<file path="src/rtl/ttt_move_ctrl_if.sv">
// Link between the move controller and the tic-tac-toe game core.
// The controller drives the move bus and the core reset. The core returns stop_game.
interface ttt_move_ctrl_if;
   logic [1:0] data_in_x;
   logic [1:0] data_in_y;
   logic [1:0] player;
   logic       enable;
   logic       core_reset;
   logic       stop_game;

   modport master (
      output data_in_x, data_in_y, player, enable, core_reset,
      input  stop_game
   );

   modport slave (
      input  data_in_x, data_in_y, player, enable, core_reset,
      output stop_game
   );
endinterface

</file>
<file path="src/rtl/ttt_move_ctrl.sv">
// Button front end for the tic-tac-toe core: synchronise and debounce the raw buttons,
// keep a cursor and a shadow occupancy map, and issue only legal one-cycle move strobes.
module ttt_move_ctrl #(
   parameter int DEBOUNCE_CYCLES = 4,
   parameter bit WRAP            = 1'b1
) (
   input  logic             clk,
   input  logic             reset,
   input  logic             btn_up,
   input  logic             btn_down,
   input  logic             btn_left,
   input  logic             btn_right,
   input  logic             btn_place,
   input  logic             btn_new,
   ttt_move_ctrl_if.master  core,
   output logic             illegal_move,
   output logic             busy
);

   localparam int CNT_W = $clog2(DEBOUNCE_CYCLES) + 1;
   localparam logic [CNT_W-1:0] LAST = CNT_W'(DEBOUNCE_CYCLES - 1);

   // Button bit order: up, down, left, right, place, new
   localparam int B_UP = 0, B_DOWN = 1, B_LEFT = 2, B_RIGHT = 3, B_PLACE = 4, B_NEW = 5;

   typedef enum logic [2:0] {S_CLEAR, S_READY, S_ISSUE, S_WAIT, S_DONE} state_t;

   state_t           state, next_state;
   logic [5:0]       raw;
   logic [5:0]       sync_p0, sync_p1;
   logic [5:0]       deb_lvl;
   logic [5:0]       press_p2;
   logic [CNT_W-1:0] cnt [6];

   logic [1:0] cur_x, cur_y;
   logic [1:0] data_x, data_y, player_q;
   logic [8:0] occ;
   logic [3:0] cell_idx;
   logic       cell_busy;
   logic       sel_new, sel_place, sel_up, sel_down, sel_left, sel_right;
   logic       enable_c, core_reset_c, busy_c;

   function automatic logic [1:0] step_inc(input logic [1:0] v);
      if (v >= 2'd2) return WRAP ? 2'd0 : 2'd2;
      return v + 2'd1;
   endfunction

   function automatic logic [1:0] step_dec(input logic [1:0] v);
      if (v == 2'd0) return WRAP ? 2'd2 : 2'd0;
      return v - 2'd1;
   endfunction

   assign raw = {btn_new, btn_place, btn_right, btn_left, btn_down, btn_up};

   // Stage p0/p1: two-flop synchronizer
   always_ff @(posedge clk or negedge reset) begin
      if (!reset) begin
         sync_p0 <= '0;
         sync_p1 <= '0;
      end else begin
         sync_p0 <= raw;
         sync_p1 <= sync_p0;
      end
   end

   // Stage p2: debounce; a press pulse fires on the same edge the level rises
   always_ff @(posedge clk or negedge reset) begin
      if (!reset) begin
         deb_lvl  <= '0;
         press_p2 <= '0;
         for (int i = 0; i < 6; i++) cnt[i] <= '0;
      end else begin
         press_p2 <= '0;
         for (int i = 0; i < 6; i++) begin
            if (sync_p1[i] != deb_lvl[i]) begin
               if (cnt[i] == LAST) begin
                  deb_lvl[i]  <= sync_p1[i];
                  press_p2[i] <= sync_p1[i];
                  cnt[i]      <= '0;
               end else begin
                  cnt[i] <= cnt[i] + CNT_W'(1);
               end
            end else begin
               cnt[i] <= '0;
            end
         end
      end
   end

   // Fixed priority: new > place > up > down > left > right
   always_comb begin
      sel_new   = press_p2[B_NEW];
      sel_place = press_p2[B_PLACE] & ~press_p2[B_NEW];
      sel_up    = press_p2[B_UP]    & ~|press_p2[B_NEW:B_PLACE];
      sel_down  = press_p2[B_DOWN]  & ~|press_p2[B_NEW:B_PLACE] & ~press_p2[B_UP];
      sel_left  = press_p2[B_LEFT]  & ~|press_p2[B_NEW:B_PLACE] & ~|press_p2[B_DOWN:B_UP];
      sel_right = press_p2[B_RIGHT] & ~|press_p2[B_NEW:B_PLACE] & ~|press_p2[B_LEFT:B_UP];
   end

   assign cell_idx  = {2'b00, cur_y} * 4'd3 + {2'b00, cur_x};
   assign cell_busy = occ[cell_idx];

   always_ff @(posedge clk or negedge reset) begin
      if (!reset) state <= S_CLEAR;
      else        state <= next_state;
   end

   always_comb begin
      next_state   = state;
      enable_c     = 1'b0;
      core_reset_c = 1'b0;
      busy_c       = 1'b1;
      case (state)
         S_CLEAR: begin
            core_reset_c = 1'b1;
            next_state   = S_READY;
         end
         S_READY: begin
            busy_c = 1'b0;
            if (sel_new)                     next_state = S_CLEAR;
            else if (sel_place && !cell_busy) next_state = S_ISSUE;
         end
         S_ISSUE: begin
            enable_c   = 1'b1;
            next_state = S_WAIT;
         end
         S_WAIT:  next_state = core.stop_game ? S_DONE : S_READY;
         S_DONE:  if (sel_new) next_state = S_CLEAR;
         default: next_state = S_CLEAR;
      endcase
   end

   always_ff @(posedge clk or negedge reset) begin
      if (!reset) begin
         cur_x        <= '0;
         cur_y        <= '0;
         data_x       <= '0;
         data_y       <= '0;
         player_q     <= '0;
         occ          <= '0;
         illegal_move <= 1'b0;
      end else begin
         illegal_move <= 1'b0;
         case (state)
            S_CLEAR: begin
               occ      <= '0;
               cur_x    <= '0;
               cur_y    <= '0;
               player_q <= '0;
            end
            S_READY: begin
               if (sel_place) begin
                  if (cell_busy) begin
                     illegal_move <= 1'b1;
                  end else begin
                     data_x        <= cur_x;
                     data_y        <= cur_y;
                     occ[cell_idx] <= 1'b1;
                  end
               end
               else if (sel_up)    cur_y <= step_dec(cur_y);
               else if (sel_down)  cur_y <= step_inc(cur_y);
               else if (sel_left)  cur_x <= step_dec(cur_x);
               else if (sel_right) cur_x <= step_inc(cur_x);
            end
            S_WAIT:  player_q <= {1'b0, ~player_q[0]};
            default: ;
         endcase
      end
   end

   assign core.data_in_x  = data_x;
   assign core.data_in_y  = data_y;
   assign core.player     = player_q;
   assign core.enable     = enable_c;
   assign core.core_reset = core_reset_c;
   assign busy            = busy_c;

endmodule
</file>
<file path="src/flat_wrapper.sv">
// flat-port wrapper written by rule: the top's interface ports become plain ports
module ttt_move_ctrl_flat 
#(
   parameter int DEBOUNCE_CYCLES = 4,
   parameter bit WRAP            = 1'b1
)
  (clk, reset, btn_up, btn_down, btn_left, btn_right, btn_place, btn_new, illegal_move, busy, core_data_in_x, core_data_in_y, core_player, core_enable, core_core_reset, core_stop_game);
  ttt_move_ctrl_if core_i ();
  input  logic clk;
  input  logic reset;
  input  logic btn_up;
  input  logic btn_down;
  input  logic btn_left;
  input  logic btn_right;
  input  logic btn_place;
  input  logic btn_new;
  output logic illegal_move;
  output logic busy;
  output wire logic [$bits(core_i.data_in_x)-1:0] core_data_in_x;
  output wire logic [$bits(core_i.data_in_y)-1:0] core_data_in_y;
  output wire logic [$bits(core_i.player)-1:0] core_player;
  output wire logic [$bits(core_i.enable)-1:0] core_enable;
  output wire logic [$bits(core_i.core_reset)-1:0] core_core_reset;
  input wire logic [$bits(core_i.stop_game)-1:0] core_stop_game;
  assign core_data_in_x = core_i.data_in_x;
  assign core_data_in_y = core_i.data_in_y;
  assign core_player = core_i.player;
  assign core_enable = core_i.enable;
  assign core_core_reset = core_i.core_reset;
  assign core_i.stop_game = core_stop_game;
  ttt_move_ctrl #(.DEBOUNCE_CYCLES(DEBOUNCE_CYCLES), .WRAP(WRAP)) u_core (.clk(clk), .reset(reset), .btn_up(btn_up), .btn_down(btn_down), .btn_left(btn_left), .btn_right(btn_right), .btn_place(btn_place), .btn_new(btn_new), .core(core_i), .illegal_move(illegal_move), .busy(busy));
endmodule
</file>
<file path="config.mk">
export PLATFORM = sky130hd
export DESIGN_NAME = ttt_move_ctrl_flat
export DESIGN_NICKNAME = d
export VERILOG_FILES = /design/src/rtl/ttt_move_ctrl_if.sv /design/src/rtl/ttt_move_ctrl.sv /design/src/flat_wrapper.sv
export SDC_FILE = /design/constraint.sdc
export NUM_CORES = 1
export LEC_CHECK = 0
export ABC_AREA = 1
export CORE_AREA = 2 2 87 89
export DETAILED_ROUTE_END_ITERATION = 10
export DIE_AREA = 0 0 89 91
export SYNTH_ARGS = -nofsm -noshare
export SYNTH_HDL_FRONTEND = slang
export SYNTH_SLANG_ARGS = --single-unit
</file>
<file path="constraint.sdc">
create_clock -name clk -period 7.02 [get_ports clk]
set_input_delay 0.702 -clock clk [delete_from_list [all_inputs] [get_ports clk]]
set_output_delay 0.702 -clock clk [all_outputs]
set_load 0.02 [all_outputs]
</file>
==> results of run 1 <==
## state kept, by name, summed over array words and instances, names as in the netlist
name and count:
u_core.press_p2 6, u_core.cnt 18, u_core.deb_lvl 6, u_core.core.data_in_x 2
u_core.sync_p0 6, u_core.cur_y 2, u_core.core.player 1, u_core.occ 9
u_core.core.data_in_y 2, u_core.sync_p1 6, u_core.illegal_move 1, u_core.state 3
u_core.cur_x 2
## layer usage
layer | vias up | track usage (%) | wire length (um)
met3 | 8 | 5.00 | 188
met2 | 34 | 21.1 | 2220
met1 | 997 | 17.6 | 2340
met4 | 0 | 5.60 | 99
met5 | - | 0 | 0
li1 | 1060 | - | -
## per-stage QoR
step	setup WS [ps]	cell area, um2	utilization (%)
after floorplan	4370	2910	-
after global placement	4220	3180	44.5
after detailed placement	4110	3180	44.5
after CTS	4070	3410	47.8
after global routing	3860	3410	47.8
final	4090	3410	47.8
## cells by family (layout without fill, tap and decap cells)
logic type | after synthesis | in the layout | share of synthesized area (%)
buffers and inverters | 55 | 85 | 7.73
AND/OR/NAND/NOR | 156 | 156 | 24.0
AO/OA/AOI/OAI | 21 | 21 | 3.99
adder cells (fa/ha/maj) | 16 | 16 | 7.39
XOR/XNOR | 6 | 6 | 1.80
flip-flops | 64 | 64 | 55.0
other | 1 | 1 | 0.129
## power groups by stage
stage / registers [mW] / clock network (mW) / logic (mW)
after floorplan: 0.499 / 0 / 0.403
after global placement: 0.493 / 0 / 0.525
after detailed placement: 0.498 / 0 / 0.534
after CTS: 0.491 / 0.372 / 0.537
after global routing: 0.500 / 0.387 / 0.613
final: 0.490 / 0.361 / 0.530
## area by class of cell
class                      instances  area share (%)
timing repair buffer              18            5.06
sequential                        64            47.0
multi-input combinational        200            31.9
clock inverter                     6            2.72
inverter                          51            5.69
tap                               99            3.63
clock buffer                      10            4.04
## path summary, 6_finish.rpt
kind                                   start                        to  cells past startpoint
max in group asynchronous              reset           u_core.state[2]                      2
hold reg to reg            u_core.sync_p0[0]         u_core.sync_p1[0]                      0
hold / removal             u_core.sync_p0[0]         u_core.sync_p1[0]                      0
min in group asynchronous              reset  u_core.core.data_in_x[0]                      2
setup / recovery             u_core.cur_y[0]             u_core.occ[3]                     13
setup reg to reg             u_core.cur_y[0]             u_core.occ[3]                     13
## cell usage after synthesis (all sizes together)
library cell / instances / area share (%)
fa: 2 / 1.4
o21ai: 14 / 2.4
buf: 4 / 1.1
xnor2: 6 / 1.8
dfrtp: 64 / 55
nand3: 14 / 3.0
inv: 51 / 6.7
a21oi: 4 / 0.69
nor3: 16 / 3.1
nand4: 12 / 2.6
ha: 14 / 6.0
conb: 1 / 0.13
o2111ai: 3 / 0.90
nand2: 90 / 12
nor2: 24 / 3.3
==> results.md, run 1 <==
| Parameter | This run | Unit |
|---|---|---|
| Run status | finished, final reports clean | - |
| Initial antenna violation count | 0 | - |
| Internal reg-to-reg setup slack | 4090 | ps |
| Combinational cell fraction of total power | 38.4 | % |
| Worst Setup Path Type | reg2reg | - |
| Drt first-iter violations | 89 | - |
| Class of the most critical hold timing path | reg2reg | - |
| Count of final setup violators | 0 | - |
| Area Overhead vs Synth | 17.0 | % |
| Clock-pin slew reported for the worst setup and hold paths after clock tree synthesis | 70 | ps |
| Seq. cell area | 1600 | um2 |
| Crit share post-route | 41.8 | % |
| Transition at the pin with the smallest max-transition slack | 834 | ps |
| Power per Cell Area | 405 | nW/um2 |
| Worst IR drop on VDD | 0.236 | mV |
| Cell occurring most often along the worst timing path | sky130_fd_sc_hd__nand2_1 | - |
| Standard cell core area | 7140 | um2 |
| CTS Root Buffer Type | sky130_fd_sc_hd__clkbuf_8 | - |
| Buffers plus inverters on the worst setup path | 3 | - |
| TritonCTS clock tree | done | - |
| Register area share after synthesis | 55.0 | % |
| Vias post-DR | 2099 | - |
| Std-Cell Rows | 31 | - |
| Number of warnings issued by yosys | 0 | - |
| Global-route usage over all layers | 13.8 | % |
| Cell area after technology mapping | 2910 | um2 |
| Cell with the largest stage delay on the worst path | sky130_fd_sc_hd__fa_1 | - |
| Leakage power of the design | 1.78 | nW |
| Worst clock skew on the final layout | 6.31 | ps |
| Post-synthesis area per instance | 9.13 | um2 |
| IO Count | 19 | - |
| Final RePlAce weighted congestion | 0.780 | - |
| Final layout net count | 369 | - |
| Net switching power of the design | 0.543 | mW |
| First-pass detailed-route iteration total | 4 | - |
| Cell chain of the critical path | inv_1, fa_1, inv_1, ha_1, fa_1, inv_1, nor2_1, nand2_1, nand3_2, nand2_1, nand3_4, nand2_1, nand2_1 | - |
| Number of clock buffers inserted by TritonCTS | 9 | - |
| Number of max-slew violations in the final report | 0 | - |
| Most frequent cells in the layout | 88 x sky130_fd_sc_hd__nand2_1, 64 x sky130_fd_sc_hd__dfrtp_1, 48 x sky130_fd_sc_hd__inv_1, 23 x sky130_fd_sc_hd__nor2_1, 16 x sky130_fd_sc_hd__clkdlybuf4s50_1 | - |
| Unrepaired setup endpoints after global routing | no | - |
| Chip height | 91 | um |
| Proportion of power drawn by flip-flops and latches | 35.5 | % |
| Total die area | 8100 | um2 |
| Post-detailed-route wirelength per cell | 10.8 | um |
| Distinct cells, synth | 26 | - |
| Post-CTS Hold Fix Bufs | 0 | - |
| Arr. time, crit path | 3210 | ps |
| Fraction of final layout cells sized beyond drive strength 1 | 7.74 | % |
| Cell Count, Final, Fillers Out | 448 | - |
| Chip Width | 89 | um |
| Pin count of the biggest net entering global routing | 65 | - |
| Vias in the first global route | 2023 | - |
| Max-cap violation count | 0 | - |
| Startpoint type of the worst setup path | flip-flop | - |
| Total Wirelength | 4840 | um |
| Clock network fraction of design power | 26.2 | % |
| H-tree Lvls | 3 | - |
| Via density per instance | 4.69 | - |
| Number of input and output port buffers inserted | 17 | - |
| Antenna-violating nets left | 0 | - |
| Fin Hold WS | 349 | ps |
| Power Internal | 0.838 | mW |
| Fin Setup TNS | 0 | ps |
| Worst setup EP type | flip-flop | - |
| Fill cells | 700 | - |
| Critical path required time | 7300 | ps |
| Number of buffers on the longest clock path | 2 | - |
| Hold violation count in the final report | 0 | - |
| Congestion Overflow GR | 0 | - |
| Synth Instances | 319 | - |
| Final critical path time including I/O delays and setup | 2930 | ps |
| Switching power as a share of total power | 39.3 | % |
| ANT cells | 0 | - |
| Maximum clock frequency | 341 | MHz |
| Clock sinks | 64 | - |
| First-pass GRT wire length | 8640 | um |
| Post-Syn Nets | 344 | - |
| Detail Placement HPWL | 3360 | um |
| Total power | 1.38 | mW |
| Source-to-sink clock delay at the later pin of the worst-skew pair | 340 | ps |
| Number of storage elements in the synthesis netlist | 64 | - |
| Leading cell type in the layout, fill and taps excluded | sky130_fd_sc_hd__nand2_1 | - |
| Max incr delay on CP | 570 | ps |
| Maximum fanout along the worst path | 9 | - |
| Initial Utilization | 40.8 | % |
| Slew margin rel. | 44.2 | % |
| Number of post-CTS setup repair buffers | 0 | - |
| Drc violations | 0 | - |
| Top delay family on crit path | adder cells | - |
| Post-cts resize count | 0 | - |
| Number of placed instances with taps included | 432 | - |
| Multi-input combinational cell area | 1090 | um2 |
No activity file was read; power rests on OpenSTA's default activity.
==> run 2, diff against run 1 <==
clock period = 2.8 ns   (was 7.02 ns; I/O delays follow)
==> run 2 against run 1 <==
- power increased to 2.5 times the previous value
- combinational power increased to 2.7 times the previous value
- worst setup slack got worse by 4000 ps
- routed wire length about the same
- global-route usage increased by 0.21 points
- largest power group unchanged
==> results.md, run 2 (synthesized netlist as in run 1, its figures left out) <==
| Parameter | This run | Unit | vs previous |
|---|---|---|---|
| Run status | finished, final reports clean | - |  |
| Count of cell instances traversed by the critical path | 12 | - | -1 |
| Fill cells | 692 | - | -1.1% |
| Cell occurring most often along the worst timing path | sky130_fd_sc_hd__inv_2 | - |  |
| Startpoint type of the worst setup path | flip-flop | - |  |
| TritonCTS clock tree | done | - |  |
| Drt first-iter violations | 95 | - | +6.7% |
| Seq. cell area | 1600 | um2 | unchanged |
| Max incr delay on CP | 620 | ps | +50 ps |
| Multi-input combinational cell area | 1130 | um2 | +4.1% |
| Register with the most flip-flops | u_core.cnt | - |  |
| Total die area | 8100 | um2 | unchanged |
| Number of max-slew violations in the final report | 0 | - | unchanged |
| Flip-flop count of the largest register, all copies and words added | 18 | - | unchanged |
| Vias post-DR | 2086 | - | -0.62% |
| Post-detailed-route wirelength per cell | 10.5 | um | -2.5% |
| Most frequent cells in the layout | 84 x sky130_fd_sc_hd__nand2_1, 64 x sky130_fd_sc_hd__dfrtp_1, 44 x sky130_fd_sc_hd__inv_1, 20 x sky130_fd_sc_hd__nor2_1, 16 x sky130_fd_sc_hd__clkdlybuf4s50_1 | - |  |
| WHS Endpoint | u_core.sync_p1[2] | - |  |
| Worst clock skew on the final layout | 7.18 | ps | +0.871 ps |
| Worst setup EP type | flip-flop | - |  |
| Vias in the first global route | 2061 | - | +1.9% |
| Buffers plus inverters on the worst setup path | 2 | - | -1 |
| Cell Count, Final, Fillers Out | 460 | - | +2.7% |
| Initial Utilization | 40.8 | % | unchanged |
| Initial antenna violation count | 0 | - | unchanged |
| Count of final setup violators | 0 | - | unchanged |
| First-pass detailed-route iteration total | 4 | - | unchanged |
| Internal reg-to-reg setup slack | 50 | ps | -4030 ps |
| Combinational cell fraction of total power | 41.8 | % | +3.4 points |
| Final critical path time including I/O delays and setup | 2750 | ps | -187 ps |
| Clock network fraction of design power | 22.7 | % | -3.5 points |
| Antenna-violating nets left | 0 | - | unchanged |
| Source-to-sink clock delay at the later pin of the worst-skew pair | 350 | ps | about the same |
| Crit share post-route | 98.1 | % | +56 points |
| Critical path required time | 3040 | ps | -4260 ps |
| Worst hold stages | 0 | - | unchanged |
| Total Wirelength | 4850 | um | about the same |
| Fin Setup TNS | 0 | ps | unchanged |
| Leakage power of the design | 1.83 | nW | +3.0% |
| Power Internal | 2.10 | mW | +150% |
| Clock sinks | 64 | - | unchanged |
| Chip Width | 89 | um | unchanged |
| Proportion of power drawn by flip-flops and latches | 35.5 | % | about the same |
| Cell with the largest stage delay on the worst path | sky130_fd_sc_hd__fa_2 | - |  |
| Area Overhead vs Synth | 21.0 | % |  |
| Startpoint of the most critical register-to-register path | u_core.cur_y[1] | - |  |
| Number of clock buffers inserted by TritonCTS | 9 | - | unchanged |
| Max-cap violation count | 0 | - | unchanged |
| First-pass GRT wire length | 8770 | um | +1.5% |
| Leading cell type in the layout, fill and taps excluded | sky130_fd_sc_hd__nand2_1 | - |  |
| Number of input and output port buffers inserted | 17 | - | unchanged |
| Worst Setup Path Type | reg2reg | - |  |
| Clock-pin slew reported for the worst setup and hold paths after clock tree synthesis | 70 | ps | about the same |
| IO Count | 19 | - | unchanged |
| Power per Cell Area | 983 | nW/um2 | +140% |
| Drc violations | 0 | - | unchanged |
| Largest registers in the final layout | u_core.cnt (18), u_core.occ (9) | - |  |
| Final layout net count | 381 | - | +3.3% |
| Maximum fanout along the worst path | 8 | - | -1 |
| Via density per instance | 4.53 | - | -3.2% |
| Total power | 3.47 | mW | +150% |
| Number of placed instances with taps included | 435 | - | +0.69% |
| Switching power as a share of total power | 39.4 | % | +0.052 points |
| Final RePlAce weighted congestion | 0.817 | - | +4.8% |
| Unrepaired setup endpoints after global routing | yes | - |  |
| CTS Root Buffer Type | sky130_fd_sc_hd__clkbuf_8 | - |  |
| Number of buffers on the longest clock path | 2 | - | unchanged |
| Top delay family on crit path | adder cells | - |  |
| Maximum clock frequency | 364 | MHz | +6.8% |
| Worst IR drop on VDD | 0.408 | mV | +73% |
| H-tree Lvls | 3 | - | unchanged |
| Global-route usage over all layers | 14.0 | % | +0.21 points |
| Pin count of the biggest net entering global routing | 65 | - | unchanged |
| ANT cells | 0 | - | unchanged |
| Worst r2r dst | u_core.core.data_in_y[1] | - |  |
| Standard cell core area | 7140 | um2 | unchanged |
| Detail Placement HPWL | 3360 | um | about the same |
| Fraction of final layout cells sized beyond drive strength 1 | 14.4 | % | +6.7 points |
| Startpoint of the tightest hold check path | u_core.sync_p0[2] | - |  |
| Chip height | 91 | um | unchanged |
| Hold violation count in the final report | 0 | - | unchanged |
| Net switching power of the design | 1.37 | mW | +150% |
| Number of cells traversed by the worst register-to-register path | 12 | - | -1 |
| Class of the most critical hold timing path | reg2reg | - |  |
| Std-Cell Rows | 31 | - | unchanged |
| Congestion Overflow GR | 0 | - | unchanged |
| Arr. time, crit path | 2990 | ps | -220 ps |
| Cell chain of the critical path | inv_2, fa_1, inv_2, ha_4, fa_2, nor2_2, nand4_1, nand3_2, nor2_4, nand2_4, nand2_2, o21ai_2 | - |  |
==> run 2: repair_timing <==
action / in CTS / in global routing
hold buffers: 1 / 0
setup buffers: 0 / 8
hold endpoints to repair: 64 / 0
gates resized for setup: 0 / 17
setup endpoints to repair: 0 / 15
==> run 2: power by group through the flow <==
stage	sequential, mW	combinational [mW]	clock, mW
floorplan	1.25	1.01	0
global placement	1.24	1.35	0
detailed placement	1.25	1.35	0
CTS	1.23	1.36	0.816
global route	1.26	1.67	0.855
finish	1.23	1.45	0.788
==> run 2: worst max path at each step <==
stage | slack [ps] | to | from
after floorplan | 150 | u_core.occ[0] | u_core.cur_y[0]
after global placement | 90 | u_core.core.data_in_y[1] | u_core.cur_y[1]
after detailed placement | 40 | u_core.core.data_in_y[1] | u_core.cur_y[1]
after CTS | 20 | u_core.occ[3] | u_core.cur_y[1]
after global routing | -110 | u_core.core.data_in_x[1] | u_core.cur_y[1]
final | 50 | u_core.core.data_in_y[1] | u_core.cur_y[1]
==> run 2: per-layer routing <==
| layer | GRT usage (%) | up-vias | share of wire [%] |
|---|---|---|---|
| li1 | - | 1079 | - |
| met1 | 16.9 | 966 | 45 |
| met2 | 22.2 | 32 | 49 |
| met3 | 5.18 | 9 | 4.0 |
| met4 | 5.97 | 0 | 2.1 |
| met5 | 0 | - | 0 |
==> run 2: metrics by stage <==
step	util (%)	hold WS, ps	setup slack, ps	instance area (um2)
after floorplan	-	-15.6	154	2910
after global placement	45.0	319	90.2	3210
after detailed placement	45.0	320	41.7	3210
after CTS	47.9	352	22.9	3420
after global routing	49.4	349	-106	3530
final	49.4	349	54.5	3530
==> run 2: layout make-up <==
class                   instances  share of cell area (%)
flip-flops and latches         64                    45.4
multi-input cells             200                    32.1
repair buffers                 30                    7.88
inverters                      51                    5.50
clock buffers                  11                    4.01
well taps                      99                    3.51
clock inverters                 5                    1.60
==> run 2: worst register-to-register path: stages (launching register included) <==
cell and delay (ps):
sky130_fd_sc_hd__dfrtp_1 370, sky130_fd_sc_hd__inv_2 70, sky130_fd_sc_hd__fa_1 570, sky130_fd_sc_hd__inv_2 60, sky130_fd_sc_hd__ha_4 160, sky130_fd_sc_hd__fa_2 620, sky130_fd_sc_hd__nor2_2 50, sky130_fd_sc_hd__nand4_1 100
sky130_fd_sc_hd__nand3_2 120, sky130_fd_sc_hd__nor2_4 250, sky130_fd_sc_hd__nand2_4 130, sky130_fd_sc_hd__nand2_2 90, sky130_fd_sc_hd__o21ai_2 50
